`src/rtl/controller_digit_entry_pkg.sv`:
```
`default_nettype none
// ============================================================================
//  Module   : controller_digit_entry_pkg
//  Purpose  : Shared encodings for the digit-entry unit: controller state
//             width and the parse state, keypad command codes, and the
//             digit-entry FSM states.
//  Revision : 1.0 - initial release
// ============================================================================
package controller_digit_entry_pkg;

    // Default operand width, controller state width (state bus is CS_N+1 bits)
    // and keypad command width.
    localparam int CD_N = 16;
    localparam int CS_N = 2;
    localparam int IC_N = 5;

    // Controller states seen on the state bus. Only CS_PARSE matters here.
    localparam logic [CS_N:0] CS_IDLE  = 3'd0;
    localparam logic [CS_N:0] CS_PARSE = 3'd2;
    localparam logic [CS_N:0] CS_EXEC  = 3'd3;

    // Keypad commands. Digit codes equal their digit value, so the low nibble
    // of any code <= IC_NUMF is the digit itself.
    localparam logic [IC_N-1:0] IC_NUM0  = 5'h00;
    localparam logic [IC_N-1:0] IC_NUMA  = 5'h0A;
    localparam logic [IC_N-1:0] IC_NUMF  = 5'h0F;
    localparam logic [IC_N-1:0] IC_BKSP  = 5'h10;
    localparam logic [IC_N-1:0] IC_NEG   = 5'h11;
    localparam logic [IC_N-1:0] IC_CLR   = 5'h12;
    localparam logic [IC_N-1:0] IC_ENTER = 5'h13;

    // Digit-entry FSM.
    typedef enum logic [0:0] {
        DE_IDLE    = 1'b0,
        DE_REBUILD = 1'b1
    } de_state_e;

endpackage
`default_nettype wire

```
`src/rtl/controller_digit_entry_if.sv`:
```
`default_nettype none
// ============================================================================
//  Module   : controller_digit_entry_if
//  Purpose  : Command handshake between the calculator controller (master)
//             and the digit-entry unit (slave).
//  Signals  : state     - controller state
//             in_cmd    - keypad command
//             cmd_valid - in_cmd is valid this cycle
//             cmd_ready - digit-entry unit can accept a command
//  Revision : 1.0 - initial release
// ============================================================================
interface controller_digit_entry_if;
    import controller_digit_entry_pkg::*;

    logic [CS_N:0]   state;
    logic [IC_N-1:0] in_cmd;
    logic            cmd_valid;
    logic            cmd_ready;

    modport master (output state, output in_cmd, output cmd_valid, input cmd_ready);
    modport slave  (input state, input in_cmd, input cmd_valid, output cmd_ready);

endinterface
`default_nettype wire

```
`src/rtl/controller_digit_entry_digit_mac.sv`:
```
`default_nettype none
// ============================================================================
//  Module   : digit_mac
//  Purpose  : Combinational multiply-accumulate mag*RADIX + digit, computed at
//             full precision, with a flag when the result does not fit in the
//             WIDTH-1 bit magnitude.
//  Ports    : i_mag      - current magnitude (WIDTH-1 bits, unsigned)
//             i_digit    - digit to append
//             o_result   - low WIDTH-1 bits of the result
//             o_overflow - result exceeds 2^(WIDTH-1)-1
//  Revision : 1.0 - initial release
// ============================================================================
module digit_mac #(
    parameter int RADIX = 10,
    parameter int WIDTH = 16
) (
    input  wire logic [WIDTH-2:0] i_mag,
    input  wire logic [3:0]       i_digit,
    output logic      [WIDTH-2:0] o_result,
    output logic                  o_overflow
);

    // RADIX <= 16 adds at most 4 bits to the product and the digit one more.
    localparam int              C_PW    = WIDTH + 5;
    localparam logic [C_PW-1:0] C_RADIX = C_PW'(RADIX);

    logic [C_PW-1:0] w_full;

    assign w_full     = C_PW'(i_mag) * C_RADIX + C_PW'(i_digit);
    assign o_result   = w_full[WIDTH-2:0];
    assign o_overflow = |w_full[C_PW-1:WIDTH-1];

endmodule
`default_nettype wire

```
`src/rtl/controller_digit_entry.sv`:
```
`default_nettype none
// ============================================================================
//  Module   : controller_digit_entry
//  Purpose  : Sequential digit accumulator for the calculator controller.
//             Builds a signed operand from keypad commands in CS_PARSE with
//             backspace, sign toggle, clear and commit.
//  Ports    : Clock, Reset (async, active low)
//             cmd_if      - command handshake (slave side)
//             live_Q      - current signed value for the display
//             digit_count - digits held in the buffer
//             number_D    - committed operand
//             number_EN   - one-cycle load strobe for number_D
//             err         - one-cycle pulse on a rejected digit
//  Revision : 1.0 - initial release
// ============================================================================
module controller_digit_entry
    import controller_digit_entry_pkg::*;
#(
    parameter int RADIX      = 10,
    parameter int WIDTH      = CD_N,
    parameter int MAX_DIGITS = 8
) (
    input  wire logic             Clock,
    input  wire logic             Reset,
    controller_digit_entry_if.slave cmd_if,
    output logic      [WIDTH-1:0] live_Q,
    output logic      [4:0]       digit_count,
    output logic      [WIDTH-1:0] number_D,
    output logic                  number_EN,
    output logic                  err
);

    localparam logic [4:0] C_RADIX = 5'(RADIX);
    localparam logic [4:0] C_MAX   = 5'(MAX_DIGITS);

    de_state_e        fsm_q, fsm_d;
    logic [4:0]       count_q, count_d;
    logic [WIDTH-2:0] mag_q, mag_d;
    logic             neg_q, neg_d;
    logic [3:0]       idx_q, idx_d;
    logic [WIDTH-1:0] num_q, num_d;
    logic             number_en_q, number_en_d;
    logic             err_q, err_d;

    // Fixed 16-entry buffer keeps the index a plain 4-bit value for any
    // MAX_DIGITS; entries at or above MAX_DIGITS are never written.
    logic [3:0]       digit_buf_q [16];
    logic             buf_we;

    logic             w_is_digit;
    logic [3:0]       w_digit;
    logic             w_ready;
    logic             w_accept;
    logic [3:0]       w_mac_digit;
    logic [WIDTH-2:0] w_mac_result;
    logic             w_mac_ovf;
    logic [WIDTH-1:0] w_mag_ext;
    logic [WIDTH-1:0] w_live;

    // Inline command decoder: digit codes carry their value in the low nibble.
    assign w_is_digit = (cmd_if.in_cmd <= IC_NUMF);
    assign w_digit    = cmd_if.in_cmd[3:0];

    // CLR must be able to abort a rebuild, so it is the one command that sees
    // ready while the FSM is busy.
    assign w_ready          = (fsm_q == DE_IDLE) || (cmd_if.in_cmd == IC_CLR);
    assign cmd_if.cmd_ready = w_ready;
    assign w_accept         = cmd_if.cmd_valid && w_ready && (cmd_if.state == CS_PARSE);

    // One MAC serves both the live digit path and the rebuild walk.
    assign w_mac_digit = (fsm_q == DE_REBUILD) ? digit_buf_q[idx_q] : w_digit;

    digit_mac #(
        .RADIX (RADIX),
        .WIDTH (WIDTH)
    ) u_mac (
        .i_mag      (mag_q),
        .i_digit    (w_mac_digit),
        .o_result   (w_mac_result),
        .o_overflow (w_mac_ovf)
    );

    assign w_mag_ext = {1'b0, mag_q};
    assign w_live    = neg_q ? -w_mag_ext : w_mag_ext;

    always_comb begin
        fsm_d       = fsm_q;
        count_d     = count_q;
        mag_d       = mag_q;
        neg_d       = neg_q;
        idx_d       = idx_q;
        num_d       = num_q;
        number_en_d = 1'b0;
        err_d       = 1'b0;
        buf_we      = 1'b0;

        // Rebuild: mag was zeroed on the BKSP edge; fold in one stored digit
        // per cycle and leave after the last one (or at once if none remain).
        // This runs regardless of the controller state.
        if (fsm_q == DE_REBUILD) begin
            if ({1'b0, idx_q} < count_q) begin
                mag_d = w_mac_result;
                idx_d = idx_q + 4'd1;
            end
            if (({1'b0, idx_q} + 5'd1) >= count_q) begin
                fsm_d = DE_IDLE;
            end
        end

        if (w_accept) begin
            case (cmd_if.in_cmd)
                IC_CLR: begin
                    count_d = 5'd0;
                    mag_d   = '0;
                    neg_d   = 1'b0;
                    fsm_d   = DE_IDLE;
                end
                IC_ENTER: begin
                    num_d       = w_live;
                    number_en_d = 1'b1;
                    count_d     = 5'd0;
                    mag_d       = '0;
                    neg_d       = 1'b0;
                end
                IC_NEG: begin
                    // No sign on zero, so -0 can never be displayed.
                    if (mag_q != '0) begin
                        neg_d = ~neg_q;
                    end
                end
                IC_BKSP: begin
                    if (count_q != 5'd0) begin
                        count_d = count_q - 5'd1;
                        mag_d   = '0;
                        idx_d   = 4'd0;
                        fsm_d   = DE_REBUILD;
                    end
                end
                default: begin
                    if (w_is_digit) begin
                        if (({1'b0, w_digit} >= C_RADIX) || (count_q == C_MAX) || w_mac_ovf) begin
                            err_d = 1'b1;
                        end else if (!((count_q == 5'd0) && (w_digit == 4'd0))) begin
                            // Leading zeros change nothing and use no buffer slot.
                            buf_we  = 1'b1;
                            count_d = count_q + 5'd1;
                            mag_d   = w_mac_result;
                        end
                    end
                end
            endcase
        end
    end

    always_ff @(posedge Clock or negedge Reset) begin
        if (!Reset) begin
            fsm_q       <= DE_IDLE;
            count_q     <= 5'd0;
            mag_q       <= '0;
            neg_q       <= 1'b0;
            idx_q       <= 4'd0;
            num_q       <= '0;
            number_en_q <= 1'b0;
            err_q       <= 1'b0;
        end else begin
            fsm_q       <= fsm_d;
            count_q     <= count_d;
            mag_q       <= mag_d;
            neg_q       <= neg_d;
            idx_q       <= idx_d;
            num_q       <= num_d;
            number_en_q <= number_en_d;
            err_q       <= err_d;
        end
    end

    // Buffer contents are don't-care after reset, so no reset term here.
    always_ff @(posedge Clock) begin
        if (buf_we) begin
            digit_buf_q[count_q[3:0]] <= w_digit;
        end
    end

    assign live_Q      = w_live;
    assign digit_count = count_q;
    assign number_D    = num_q;
    assign number_EN   = number_en_q;
    assign err         = err_q;

endmodule
`default_nettype wire
```
`src/flat_wrapper.sv`:
```
// flat-port wrapper written by rule: the top's interface ports become plain ports
module controller_digit_entry_flat import controller_digit_entry_pkg::*;
#(
    parameter int RADIX      = 10,
    parameter int WIDTH      = CD_N,
    parameter int MAX_DIGITS = 8
)
  (Clock, Reset, live_Q, digit_count, number_D, number_EN, err, cmd_if_state, cmd_if_in_cmd, cmd_if_cmd_valid, cmd_if_cmd_ready);
  controller_digit_entry_if cmd_if_i ();
  input  wire logic Clock;
  input  wire logic Reset;
  output logic      [WIDTH-1:0] live_Q;
  output logic      [4:0] digit_count;
  output logic      [WIDTH-1:0] number_D;
  output logic number_EN;
  output logic err;
  input wire logic [$bits(cmd_if_i.state)-1:0] cmd_if_state;
  input wire logic [$bits(cmd_if_i.in_cmd)-1:0] cmd_if_in_cmd;
  input wire logic [$bits(cmd_if_i.cmd_valid)-1:0] cmd_if_cmd_valid;
  output wire logic [$bits(cmd_if_i.cmd_ready)-1:0] cmd_if_cmd_ready;
  assign cmd_if_i.state = cmd_if_state;
  assign cmd_if_i.in_cmd = cmd_if_in_cmd;
  assign cmd_if_i.cmd_valid = cmd_if_cmd_valid;
  assign cmd_if_cmd_ready = cmd_if_i.cmd_ready;
  controller_digit_entry #(.RADIX(RADIX), .WIDTH(WIDTH), .MAX_DIGITS(MAX_DIGITS)) u_core (.Clock(Clock), .Reset(Reset), .cmd_if(cmd_if_i), .live_Q(live_Q), .digit_count(digit_count), .number_D(number_D), .number_EN(number_EN), .err(err));
endmodule
```
`config.mk`:
```
export PLATFORM = sky130hd
export DESIGN_NAME = controller_digit_entry_flat
export DESIGN_NICKNAME = d
export VERILOG_FILES = /design/src/rtl/controller_digit_entry_pkg.sv /design/src/rtl/controller_digit_entry_if.sv /design/src/rtl/controller_digit_entry_digit_mac.sv /design/src/rtl/controller_digit_entry.sv /design/src/flat_wrapper.sv
export SDC_FILE = /design/constraint.sdc
export NUM_CORES = 1
export LEC_CHECK = 0
export ABC_AREA = 0
export CAP_MARGIN = 40
export CORE_ASPECT_RATIO = 1.4
export CORE_MARGIN = 8
export CORE_UTILIZATION = 45
export DETAILED_ROUTE_END_ITERATION = 10
export GPL_ROUTABILITY_DRIVEN = 0
export PLACE_DENSITY = 0.67
export SYNTH_ARGS = -nofsm -noshare
export SYNTH_HDL_FRONTEND = slang
export SYNTH_SLANG_ARGS = --single-unit
```
`constraint.sdc`:
```
create_clock -name Clock -period 4.8 [get_ports Clock]
set_input_delay 0.96 -clock Clock [delete_from_list [all_inputs] [get_ports Clock]]
set_output_delay 0.96 -clock Clock [all_outputs]
set_load 0.02 [all_outputs]
```
==> results of run 1 <==
==> power groups by stage <==
stage / clock network (uW) / registers (uW) / logic [uW]
2_1_floorplan: 0 / 1240 / 1450
3_3_place_gp: 0 / 1320 / 1980
3_5_place_dp: 0 / 1320 / 2020
4_1_cts: 779 / 1300 / 2040
5_1_grt: 810 / 1320 / 2240
6_report: 765 / 1300 / 2040
==> area by class of cell <==
class / count / share of cell area
Clock buffer: 9 / 0.0307
Clock inverter: 7 / 0.0111
Inverter: 16 / 0.00818
Multi-Input combinational cell: 409 / 0.414
Sequential cell: 108 / 0.412
Tap cell: 185 / 0.0315
Timing Repair Buffer: 70 / 0.0924
==> worst paths after layout <==
check	slack [ns]	start	end
max in group asynchronous	3.65	Reset	u_core.mag_q[0]
worst max-delay path	0.25	u_core.idx_q[2]	u_core.digit_buf_q[5][2]
worst min register to register	0.48	u_core.number_D[13]	u_core.number_D[13]
min in group asynchronous	0.61	Reset	u_core.number_D[6]
worst min-delay path	0.48	u_core.number_D[13]	u_core.number_D[13]
worst max register to register	0.25	u_core.idx_q[2]	u_core.digit_buf_q[5][2]
==> metal layers <==
layer	up-vias	global-route usage	wire length, um
li1	2176	-	-
met1	2223	0.185	5730
met5	-	0	0
met2	100	0.335	8550
met3	31	0.0237	502
met4	0	0.0729	453
==> critical path: stages (launching register included) <==
cell       delay [ns]
dfrtp_1          0.52
nand2b_1         0.23
o221ai_1         0.28
o22ai_1          0.12
a21oi_1          0.13
mux2_2           0.18
ha_1             0.19
inv_1            0.06
fa_1             0.39
nor2b_1          0.16
o2111ai_1        0.15
nand3b_1         0.24
nor2_1           0.17
nand4_1          0.18
a2111oi_4        0.47
nand4_1          0.33
nor2_1           0.40
==> cells in the final DEF, fill, tap and decap left out, types with 6 or more instances in the layout <==
master	synthesis	layout
clkdlybuf4s50_1	0	49
xor2_1	17	17
mux2_2	8	8
xnor2_1	21	21
mux4_2	8	8
nand3_1	9	9
buf_4	1	18
o221ai_1	9	9
mux2i_1	23	23
o21ai_0	20	19
nor3_1	13	12
inv_1	16	16
dfrtp_1	44	44
nor2b_1	6	6
o22ai_1	18	18
nor2_1	34	31
edfxtp_1	64	64
nand2_1	75	75
ha_1	43	43
a21o_1	8	8
a21oi_1	24	24
clkbuf_16	0	9
==> cell families (layout without fill, tap and decap cells) <==
family,Yosys count,after routing,synth area share
adder cells (fa/ha/maj),46,46,0.0961
XOR/XNOR,38,38,0.0535
flip-flops,108,108,0.486
AO/OA/AOI/OAI,109,109,0.122
multiplexers,40,40,0.0822
buffers and inverters,40,102,0.0275
AND/OR/NAND/NOR,176,176,0.133
==> through the flow <==
stage / hold WS (ns) / util / instances / setup slack (ns) / power [uW]
6_report: 0.479 / 0.535 / 804 / 0.253 / 4100
5_1_grt: 0.510 / 0.535 / 804 / -0.00816 / 4370
4_1_cts: 0.480 / 0.534 / 804 / 0.129 / 4120
3_5_place_dp: 0.461 / 0.512 / 788 / -0.00289 / 3330
3_3_place_gp: 0.456 / 0.510 / 787 / 0.0845 / 3290
2_1_floorplan: 0.543 / - / 557 / 0.0959 / 2690
==> state kept, by name, summed over array words and instances, names as in the netlist <==
name,flops
u_core.number_D,16
u_core.neg_q,1
u_core.digit_buf_q,64
u_core.mag_q,15
u_core.digit_count,5
u_core.fsm_q,1
u_core.number_EN,1
u_core.err,1
u_core.idx_q,4
==> metrics.yaml, run 1 <==
power:
  powerDensity_nw_per_um2: 559
  p_leak_uw: 0.00307
  ir_worst_vdd_uv: 357
  clockPowerShare: 0.186
  comb_power_share: 0.497
  internal-power_uw: 2380
  p_sw_frac: 0.419
  p_seq_frac: 0.317
  switchingPower_uw: 1720
worst_setup_path:
  r2r_cells: 16
  path_max_fanout: 8
  critical_path_class: "reg -> reg"
  cp_data_arrival_time_ns: 4.56
  endpoint_kind: "register"
  required_ns: 4.81
  crit_path_start_kind: "register"
grt:
  grt_pass1_vias: 4759
  grt_start_max_net_pins: 29
  antenna_found_initial: 0
  grt_pass1_wl_um: 24300
  globalRouteOverflowTotal: 0
  grt_use_total: 0.175
worst_hold_path:
  worstHoldPathCells: 2
  hp-class: "reg -> reg"
route:
  ant_nets: 0
  drt_iter0_markers: 219
  avgRoutedWirePerCell_um: 18.9
  drt_pre_antenna_iters: 5
  drt_drc_violations_left: 0
  vias: 4530
  viasPerCell: 5.63
  wirelength_um: 15200
clock_tree:
  htreeDepth: 3
  clk_latency_ns: 0.35
  cts_resized: 0
  cts.clk_slew.worst_paths_ns: 0.08
  cts_setup_buffers: 0
  cts-root-buf: "clkbuf_16"
  clk_path_buf_depth: 2
  cts_sinks: 108
  ctsHoldBuffers: 0
  cts_buffers: 9
  cts_tree: "yes"
floorplanning:
  num_io_pins: 51
  fp.dieH_um: 155
  rows: 51
  initial_core_util: 0.454
  core_um2: 13700
  die_area_um2: 17900
  die_x_um: 115
timing:
  finalCritPeriodShare: 0.947
  max_freq_mhz: 220
  finalSetupViolCount: 0
  finalSetupTns_ns: 0
  hold_violations: 0
  finalClockSkew_ns: 0.0104
  min_period_ns: 4.55
  rsz0062_at_grt: "yes"
  tightestPinTransition_ns: 0.669
  slew-limit-headroom: 0.554
  slew_violations: 0
final_layout:
  fillers: 1173
  fin_area_um2: 7340
  multiInputGateArea_um2: 3040
  drive_gt1_frac: 0.110
  diodes: 0
  layout.area.seq_um2: 3020
  syn2layout_area_growth_pct: 18.0
  layout.nets: 671
outcome:
  status: "complete, no violations"
synthesis:
  synth_common_cells: "nand2_1, edfxtp_1, dfrtp_1"
  synth.net_count: 614
  ys_seq_elements: 108
  yosysMostFrequentCell: "nand2_1"
  synth_seq_area_share: 0.486
  syn_inst: 557
  syn_area_per_cell_um2: 11.2
  synthDistinctLibCells: 61
  synth_area_leaders: "edfxtp_1, dfrtp_1, ha_1"
  synth-edff-count: 64
  yosysWarnings: 0
  synth-async-reset-ratio: 0.407
  synth_largest_area_cell: "edfxtp_1"
  yosys.area.top_type_share: 0.309
  ys.flop_type: "edfxtp_1"
  syn_area_um2: 6220
flow_run:
  max-cap-violations: 0
placement:
  place_area_um2: 7020
  dp_hpwl_um: 11500
  portBuffers: 50
(Power assumes the default switching activity.)
==> run 2: changes to the inputs <==
--- a/config.mk
+++ b/config.mk
@@ -15,4 +15,5 @@
 export PLACE_DENSITY = 0.67
 export SYNTH_ARGS = -nofsm -noshare
 export SYNTH_HDL_FRONTEND = slang
+export SYNTH_HIERARCHICAL = 1
 export SYNTH_SLANG_ARGS = --single-unit
==> constraint.sdc (replaced) <==
create_clock -name Clock -period 3.8 [get_ports Clock]
set_input_delay 0.76 -clock Clock [delete_from_list [all_inputs] [get_ports Clock]]
set_output_delay 0.76 -clock Clock [all_outputs]
set_load 0.02 [all_outputs]
==> metrics.yaml, run 2 <==
synthesis:
  yosysWarnings: 6
  syn_area_per_cell_um2: 12.1
  synth_area_leaders: "edfxtp_1, dfrtp_1, ha_1"
  yosys.area.top_type_share: 0.302
  synthDistinctLibCells: 74
  synth-edff-count: 64
  synth_seq_area_share: 0.475
  synth_common_cells: "edfxtp_1, nand2_1, dfrtp_1"
  ys_seq_elements: 108
  syn_area_um2: 6360
  ys.flop_type: "edfxtp_1"
  synth_largest_area_cell: "edfxtp_1"
  synth-async-reset-ratio: 0.407
  synth.net_count: 582
  syn_inst: 525
  yosysMostFrequentCell: "edfxtp_1"
placement:
  dp_hpwl_um: 12500
  portBuffers: 50
  dp.cells: 820
  pre_cts_ws_ns: -1.23
worst_setup_path:
  critical_path_class: "reg -> reg"
  cp_data_arrival_time_ns: 4.59
  cpLargestDelayFamily: "simple AND/OR/NAND/NOR gates"
  required_ns: 3.84
  path_common_cell: "buf_6"
  r2r_cells: 18
  critPathCapture: "u_core/digit_buf_q[4][2]"
  crit_path_start_kind: "register"
  reg2reg_from: "u_core/idx_q[0]"
  endpoint_kind: "register"
  cp.depth: 18
  rr_endpoint: "u_core/digit_buf_q[4][2]"
  path_max_fanout: 5
  path_buf_inv: 2
  crit_slowest_cell: "mux4_2"
  crit_start: "u_core/idx_q[0]"
  r2r_slack_ns: -0.76
  path_cells: "buf_6 > mux4_2 > mux2_4 > nand2_2 > o221ai_2 > ha_1 > nor2b_4 > o21ai_2 > nor3b_2 > nand3_2 > nor4b_4 > and4_1 > o211ai_2 > nor3_2 > nand4_1 > buf_6 > or3_4 > nor3_4"
  critPathMaxStageDelay_ns: 0.52
route:
  ant_nets: 0
  vias: 4879
  viasPerCell: 5.73
  drt_drc_violations_left: 0
  avgRoutedWirePerCell_um: 20.0
  drt_pre_antenna_iters: 5
  drt_iter0_markers: 233
  wirelength_um: 17000
final_layout:
  utilization: 0.605
  largest_register_ffs: 64
  final_common_cell: "buf_4"
  diodes: 0
  drive_gt1_frac: 0.327
  syn2layout_area_growth_pct: 31.5
  final_cell_mix: "buf_4, edfxtp_1, nand2_1"
  layout.nets: 718
  instances_no_fill: 851
floorplanning:
  core_um2: 13800
  num_io_pins: 51
  fp.dieH_um: 157
  die_x_um: 117
  initial_core_util: 0.460
  rows: 51
  die_area_um2: 18300
clock_tree:
  htreeDepth: 3
  cts-root-buf: "clkbuf_16"
  clk_latency_ns: 0.35
  cts_tree: "yes"
  cts.clk_slew.worst_paths_ns: 0.07
  clk_path_buf_depth: 2
  ctsHoldBuffers: 0
  cts_sinks: 108
  cts_buffers: 9
grt:
  globalRouteOverflowTotal: 0
  grt_pass1_vias: 5225
  grt_start_max_net_pins: 31
  grt_pass1_wl_um: 26800
  antenna_found_initial: 0
  grt_use_total: 0.192
timing:
  min_period_ns: 4.56
  finalClockSkew_ns: 0.0105
  max_freq_mhz: 219
  tightestPinTransition_ns: 0.821
  fin_ws_ns: -0.756
  rsz0062_at_grt: "yes"
  finalCritPeriodShare: 1.20
  slew-limit-headroom: 0.447
  finalSetupViolCount: 84
  hold_violations: 0
  slew_violations: 0
flow_run:
  max-cap-violations: 0
outcome:
  violations: "setup timing"
  status: "complete, but fails checks"
power:
  ir_worst_vdd_uv: 411
  p_leak_uw: 0.00349
  powerDensity_nw_per_um2: 826
worst_hold_path:
  hp-class: "in -> async"
## run 2: cell types whose count changed after synthesis, sizes merged, moves of 6 or more
cell / previous run / this run
mux4: 8 / 16
mux2: 9 / 21
o22ai: 18 / 3
nand2: 75 / 55
clkbuf: 18 / 6
nor2: 34 / 25
o221ai: 9 / 3
xnor2: 21 / 31
xor2: 17 / 6
a21oi: 25 / 13
buf: 6 / 12
## run 2: power breakdown
| part | total (uW) | switching [uW] | internal [uW] |
|---|---|---|---|
| clock | 878 | 431 | 447 |
| sequential | 1530 | 149 | 1380 |
| combinational | 4510 | 2280 | 2230 |
| total | 6910 | 2860 | 4050 |
## run 2: worst min-delay path by stage
| stage | depth (start not counted) | end | slack (ns) |
|---|---|---|---|
| after global placement | 1 | u_core/number_D[15] | 0.49 |
| after detailed placement | 1 | u_core/number_D[6] | 0.49 |
| after floorplan | 0 | u_core/digit_count[0] | 0.46 |
| final | 1 | u_core/mag_q[13] | 0.40 |
| after global routing | 1 | u_core/mag_q[9] | 0.42 |
| after CTS | 1 | u_core/neg_q | 0.40 |
## run 2: routing by layer
layer | GRT usage | share of wire | vias up
met5 | 0 | 0 | -
met4 | 0.0899 | 0.037 | 0
met3 | 0.0270 | 0.042 | 57
met2 | 0.372 | 0.56 | 157
met1 | 0.194 | 0.36 | 2431
li1 | - | - | 2234
## run 2: timing repair
item,in CTS,in global routing
setup endpoints to repair,84,85
cloned,2,0
pin swaps,20,15
buffers inserted,12,4
resized for setup,42,17
## run 2: area by class of cell
type | count | area, um^2
Clock buffer | 9 | 225
Timing Repair Buffer | 143 | 1270
Tap cell | 185 | 231
Clock inverter | 7 | 47.5
Multi-Input combinational cell | 381 | 3500
Inverter | 18 | 67.6
Sequential cell | 108 | 3020
Fill cell | 1121 | 5480
## run 2: logic make-up after synthesis
kind of cell	synth area share
simple gates	0.125
flops	0.475
compound gates	0.102
mux	0.128
fa+ha+maj	0.0940
xor+xnor	0.0509
buf+inv	0.0250
## run 2: stage by stage
step	total power, uW	area [um^2]	setup TNS [ns]	hold WS (ns)
floorplan	4100	6500	-39.28	0.464
global placement	5610	7710	-87.83	0.489
detailed placement	5710	7730	-96.16	0.495
global route	7370	8370	-69.24	0.424
CTS	6860	8330	-50.48	0.396
finish	6910	8370	-51.70	0.397
==> edit 1: new RTL, config.mk and constraints of run 1 <==
Change the package constant `CD_N` from 16 to 32.
--- a/src/rtl/controller_digit_entry_pkg.sv
+++ b/src/rtl/controller_digit_entry_pkg.sv
@@ -10,7 +10,7 @@
 
     // Default operand width, controller state width (state bus is CS_N+1 bits)
     // and keypad command width.
-    localparam int CD_N = 16;
+    localparam int CD_N = 32;
     localparam int CS_N = 2;
     localparam int IC_N = 5;
 
Interface: changed (resized live_Q and number_D); port bits go from 51 to 83. No check against the original RTL was run, so the function may have changed too.
==> edit 1 against run 1 <==
Power up 28%. Wire length up 85%. Critical endpoint is now u_core.digit_buf_q[9][0]$_DFFE_PP_. Final area up 70%. Non-clock buffer count up 149. Critical path depth up 1. Synthesized area up 52%. Via count up 83%. Clock power up 59%. Largest power group unchanged. Setup slack worse by 0.24 ns. Count of clock-buffer cells in the layout up 8. Sequential cell count up 32. Core utilization up 6.1 points.
==> edit 1: results (changes against run 1) <==
gr usage total - 21.1% (+3.5 points)
Root Driver - clkbuf_16
post-synthesis adder-cell area fraction - 10.6% (+0.95 points)
register area share after synthesis - 40.4% (-8.1 points)
Synth area leaders - edfxtp_1, dfrtp_1, ha_1, nand2_1, xnor2_1
clk slew on worst S/H paths - 0.06 ns (-0.02 ns)
maximum vdd drop - 0.000291 V (-19%)
xor and xnor area share after synthesis - 7.22% (+1.9 points)
mux share of post-synthesis cell area - 5.25% (-3.0 points)
most common library cells after synthesis - nand2_1, dfrtp_1, ha_1
top_reg_cell synth - dfrtp_1
DP Worst Slack - -0.0950 ns (-0.0922 ns)
layout filler cell count - 1772 (+51%)
Clock Latency Late Sink - 0.42 ns (+0.07 ns)
htree depth - 4 (+1)
antenna diode count - 0 (unchanged)
Worst R2R Path Depth - 17 (+1)
Hold Path Class - in -> async
r2r setup slk - 0.01 ns (-0.24 ns)
synthesized area per cell - 9.90 um^2 (-11%)
FF+latch area - 3820 um^2 (+27%)
FFs w/ async S/R, synth - 54.3% (+14 points)
CTS Buf Count - 17 (+8)
Post-DP Area - 11400 um^2 (+63%)
maximum fanout along the worst path - 4 (-4)
Seq. pwr - 1.48 mW (+14%)
clock skew - 0.0104 ns (+0.0000272 ns)
Inst Count DP - 1359 (+72%)
drt via density - 5.82 (+3.4%)
cell family with most CP delay - simple AND/OR/NAND/NOR gates
WL final - 28200 um (+85%)
FF-to-FF Start - u_core.mag_q[3]$_DFF_PN0_
Slew Limit Headroom - 48.7% (-6.7 points)
Final Power - 5.24 mW (+28%)
Ys Warns - 0 (unchanged)
CP max-delay cell - nor4_2
WL per Instance - 19.9 um (+4.8%)
cts repair resizes - 26 (+26)
Clk pwr share - 23.4% (+4.8 points)
crit-path max cell delay - 0.46 ns (-0.06 ns)
vias in the first global route - 8252 (+73%)
syn_nets - 1044 (+70%)
share of layout cells above drive strength 1 - 22.1% (+11 points)
first-pass GRT wire length - 44100 um (+81%)
Critical Path AT - 4.86 ns (+0.30 ns)
IO buf count - 82 (+64%)
Distinct cells, synth - 75 (+23%)
compound-cell area share of the yosys netlist - 15.6% (+3.4 points)
r2r endpoint - u_core.digit_buf_q[9][0]$_DFFE_PP_
Lkg Pwr - 5.43 nW (+77%)
status - finished clean
switching portion of total power - 39.0% (-2.9 points)
1st-iter DRT viols - 598 (+170%)
final net count - 1236 (+84%)
DP Wirelength - 21200 um (+85%)
Post-CTS Setup Bufs - 17 (+17)
pin count of the biggest net entering global routing - 67 (+130%)
==> edit 1: changes by cell type in the layout (fill, tap and decap cells not counted), moves of 24 or more <==
cell / run 1 / this run
a21oi_1: 24 / 48
buf_4: 18 / 129
dfrtp_1: 44 / 75
ha_1: 43 / 70
nand2_1: 75 / 134
nor2_1: 31 / 57
o21ai_0: 19 / 43
xnor2_1: 21 / 53
==> edit 1: cell type report <==
class	instances	share of cell area (%)
Clock inverter	15	0.995
Timing Repair Buffer	219	15.7
Tap cell	260	2.61
Sequential cell	140	30.7
Inverter	16	0.482
Clock buffer	17	3.42
Multi-Input combinational cell	753	46.0
==> edit 1: worst max path at each step <==
| stage | start | endpoint | slack (ns) |
|---|---|---|---|
| after global placement | u_core.mag_q[2]$_DFF_PN0_ | live_Q[27] | 0.03 |
| final | u_core.mag_q[3]$_DFF_PN0_ | u_core.digit_buf_q[9][0]$_DFFE_PP_ | 0.01 |
| after CTS | u_core.mag_q[2]$_DFF_PN0_ | live_Q[27] | 0.01 |
| after detailed placement | u_core.mag_q[3]$_DFF_PN0_ | u_core.digit_buf_q[5][2]$_DFFE_PP_ | -0.1 |
| after floorplan | u_core.idx_q[0]$_DFF_PN0_ | u_core.digit_buf_q[15][0]$_DFFE_PP_ | 0.004 |
| after global routing | u_core.mag_q[3]$_DFF_PN0_ | u_core.digit_buf_q[9][0]$_DFFE_PP_ | -0.16 |
==> edit 1: metal layers <==
layer  up-vias  part of all wire, %  track usage [%]
met3        48                  3.8             2.53
met5         -                    0                0
li1       3970                    -                -
met2       222                   55             40.0
met4         0                  2.2             6.79
met1      4031                   39             23.7
==> edit 1: stage by stage <==
stage	setup TNS [ns]	hold WS, ns
final	0	0.377
after global routing	-4.84	0.379
after CTS	0	0.373
after detailed placement	-2.99	0.463
after global placement	0	0.459
after floorplan	0	0.561
==> edit 2: new RTL, flow settings as in run 1 <==
Made on the original files. Compare `count_q` against `C_MAX` with >= in place of ==.
--- a/src/rtl/controller_digit_entry.sv
+++ b/src/rtl/controller_digit_entry.sv
@@ -138,7 +138,7 @@
                 end
                 default: begin
                     if (w_is_digit) begin
-                        if (({1'b0, w_digit} >= C_RADIX) || (count_q == C_MAX) || w_mac_ovf) begin
+                        if (({1'b0, w_digit} >= C_RADIX) || (count_q >= C_MAX) || w_mac_ovf) begin
                             err_d = 1'b1;
                         end else if (!((count_q == 5'd0) && (w_digit == 4'd0))) begin
                             // Leading zeros change nothing and use no buffer slot.
Function: same outputs for any inputs over 4 cycles, from zero or initial values and one cycle with Reset low; that may be too few to reach the edited logic, so the function may still have changed.
==> edit 2 against run 1 <==
Sequential cell count unchanged. Worst hold slack worse by 0.021 ns. Wire length down 4.0%. Non-clock buffer count up 1. Clock power down 3.9%. Combinational power down 2%. Final area up 0.90%. Setup slack better by 0.15 ns. Fmax up 3.4%. Power down 2.1%. Synthesized area down 0.78%. First-iteration DRC count up 11%. Highest routed layer unchanged.
==> edit 2: results (changes against run 1) <==
Hold Path Class - in -> async
Synth area leaders - edfxtp_1, dfrtp_1, ha_1, xnor2_1, nand2_1
gr usage total - 17.3% (-0.21 points)
worst slew pin tran - 0.827 ns (+0.158 ns)
layout filler cell count - 1164 (-0.77%)
vias in the first global route - 4636 (-2.6%)
Comb power frac - 49.9% (+0.2 points)
maximum vdd drop - 0.000221 V (-38%)
Tmin final - 4.40 ns (-0.150 ns)
Critical Path AT - 4.41 ns (-0.15 ns)
met3 wire len - 336 um (-33%)
crit-path max cell delay - 0.57 ns (+0.05 ns)
area occupied by multi-input gates - 3130 um^2 (+2.9%)
r2r endpoint - u_core.digit_buf_q[5][0]$_DFFE_PP_
1st-iter DRT viols - 243 (+11%)
Clock group - 735 uW (-3.9%)
status - finished clean
wl on met1 - 5540 um (-3.3%)
most common library cells after synthesis - nand2_1, edfxtp_1, dfrtp_1
met3 Use GR - 2.10% (-0.26 points)
Finished Layout Cells - 808 (+0.50%)
clock skew - 0.0122 ns (+0.00176 ns)
register area share after synthesis - 49.0% (+0.38 points)
pin count of the biggest net entering global routing - 37 (+28%)
Post-DP Area - 7110 um^2 (+1.2%)
Inst Count DP - 792 (+0.51%)
worst setup path start - u_core.idx_q[1]$_DFF_PN0_
Distinct cells, synth - 66 (+8.2%)
Clock Latency Late Sink - 0.35 ns (about the same)
GR Util met1 - 18.1% (-0.36 points)
drt via density - 5.35 (-5.0%)
P_sw - 1.62 mW (-5.8%)
WL per Instance - 18.1 um (-4.5%)
Post-CTS Setup Bufs - 0 (unchanged)
FF-to-FF Start - u_core.idx_q[1]$_DFF_PN0_
Initial DRT Pass Iterations - 4 (-1)
met2 wire len - 8370 um (-2.1%)
Worst R2R Path Depth - 16 (unchanged)
final net count - 678 (+1.0%)
first-pass GRT wire length - 23800 um (-1.9%)
DP Wirelength - 11200 um (-2.2%)
Lkg Pwr - 3.20 nW (+4.2%)
combinational power - 2.00 mW (-2%)
share of layout cells above drive strength 1 - 12.1% (+1.2 points)
synthesized area per cell - 11.7 um^2 (+4.7%)
number of flops mapped to enable cells by yosys - 64 (unchanged)
r2r setup slk - 0.40 ns (+0.15 ns)
M2 GR Usage - 33.2% (-0.26 points)
clk slew on worst S/H paths - 0.08 ns (about the same)
CP max-delay cell - or4_4
-- edit 2: changes by cell type in the layout (fill, tap and decap cells not counted), sizes merged, moves of 8 or more --
cell	run 1	this run
a22o	0	13
conb	0	32
nand2	75	65
nor3	13	5
o22ai	18	6
xnor2	21	31
-- edit 2: cell type report --
cell class                      count  area share, %
Clock buffer                        9           3.04
Timing Repair Buffer               71           9.16
Sequential cell                   108           40.8
Tap cell                          182           3.07
Clock inverter                      7          0.861
Multi-Input combinational cell    415           42.2
Inverter                           16          0.811
-- edit 2: logic make-up (layout without fill, tap and decap cells) --
kind of cell / count (synthesis) / after routing / synth area share [%]
mux: 40 / 40 / 8.37
flops: 108 / 108 / 49.0
buf+inv: 36 / 103 / 2.43
other cells: 1 / 32 / 0.0607
xor+xnor: 42 / 42 / 6.20
fa+ha+maj: 46 / 46 / 9.69
compound gates: 105 / 105 / 12.3
simple gates: 150 / 150 / 12.0
-- edit 2: how the worst min path moves through the flow --
stage | start | end | slack, ns | cells past startpoint
3_5_place_dp | u_core.number_D[11]$_DFFE_PN0P_ | u_core.number_D[11]$_DFFE_PN0P_ | 0.47 | 2
2_1_floorplan | u_core.mag_q[1]$_DFF_PN0_ | u_core.mag_q[1]$_DFF_PN0_ | 0.53 | 1
6_report | Reset | u_core.idx_q[2]$_DFF_PN0_ | 0.46 | 1
4_1_cts | Reset | u_core.idx_q[3]$_DFF_PN0_ | 0.46 | 1
5_1_grt | Reset | u_core.idx_q[3]$_DFF_PN0_ | 0.46 | 1
3_3_place_gp | u_core.number_D[9]$_DFFE_PN0P_ | u_core.number_D[9]$_DFFE_PN0P_ | 0.46 | 2
-- edit 2: what timing repair did --
item                       CTS  global route
setup endpoints to repair    0             8
hold endpoints to repair     0             0
gates resized for setup      0             2
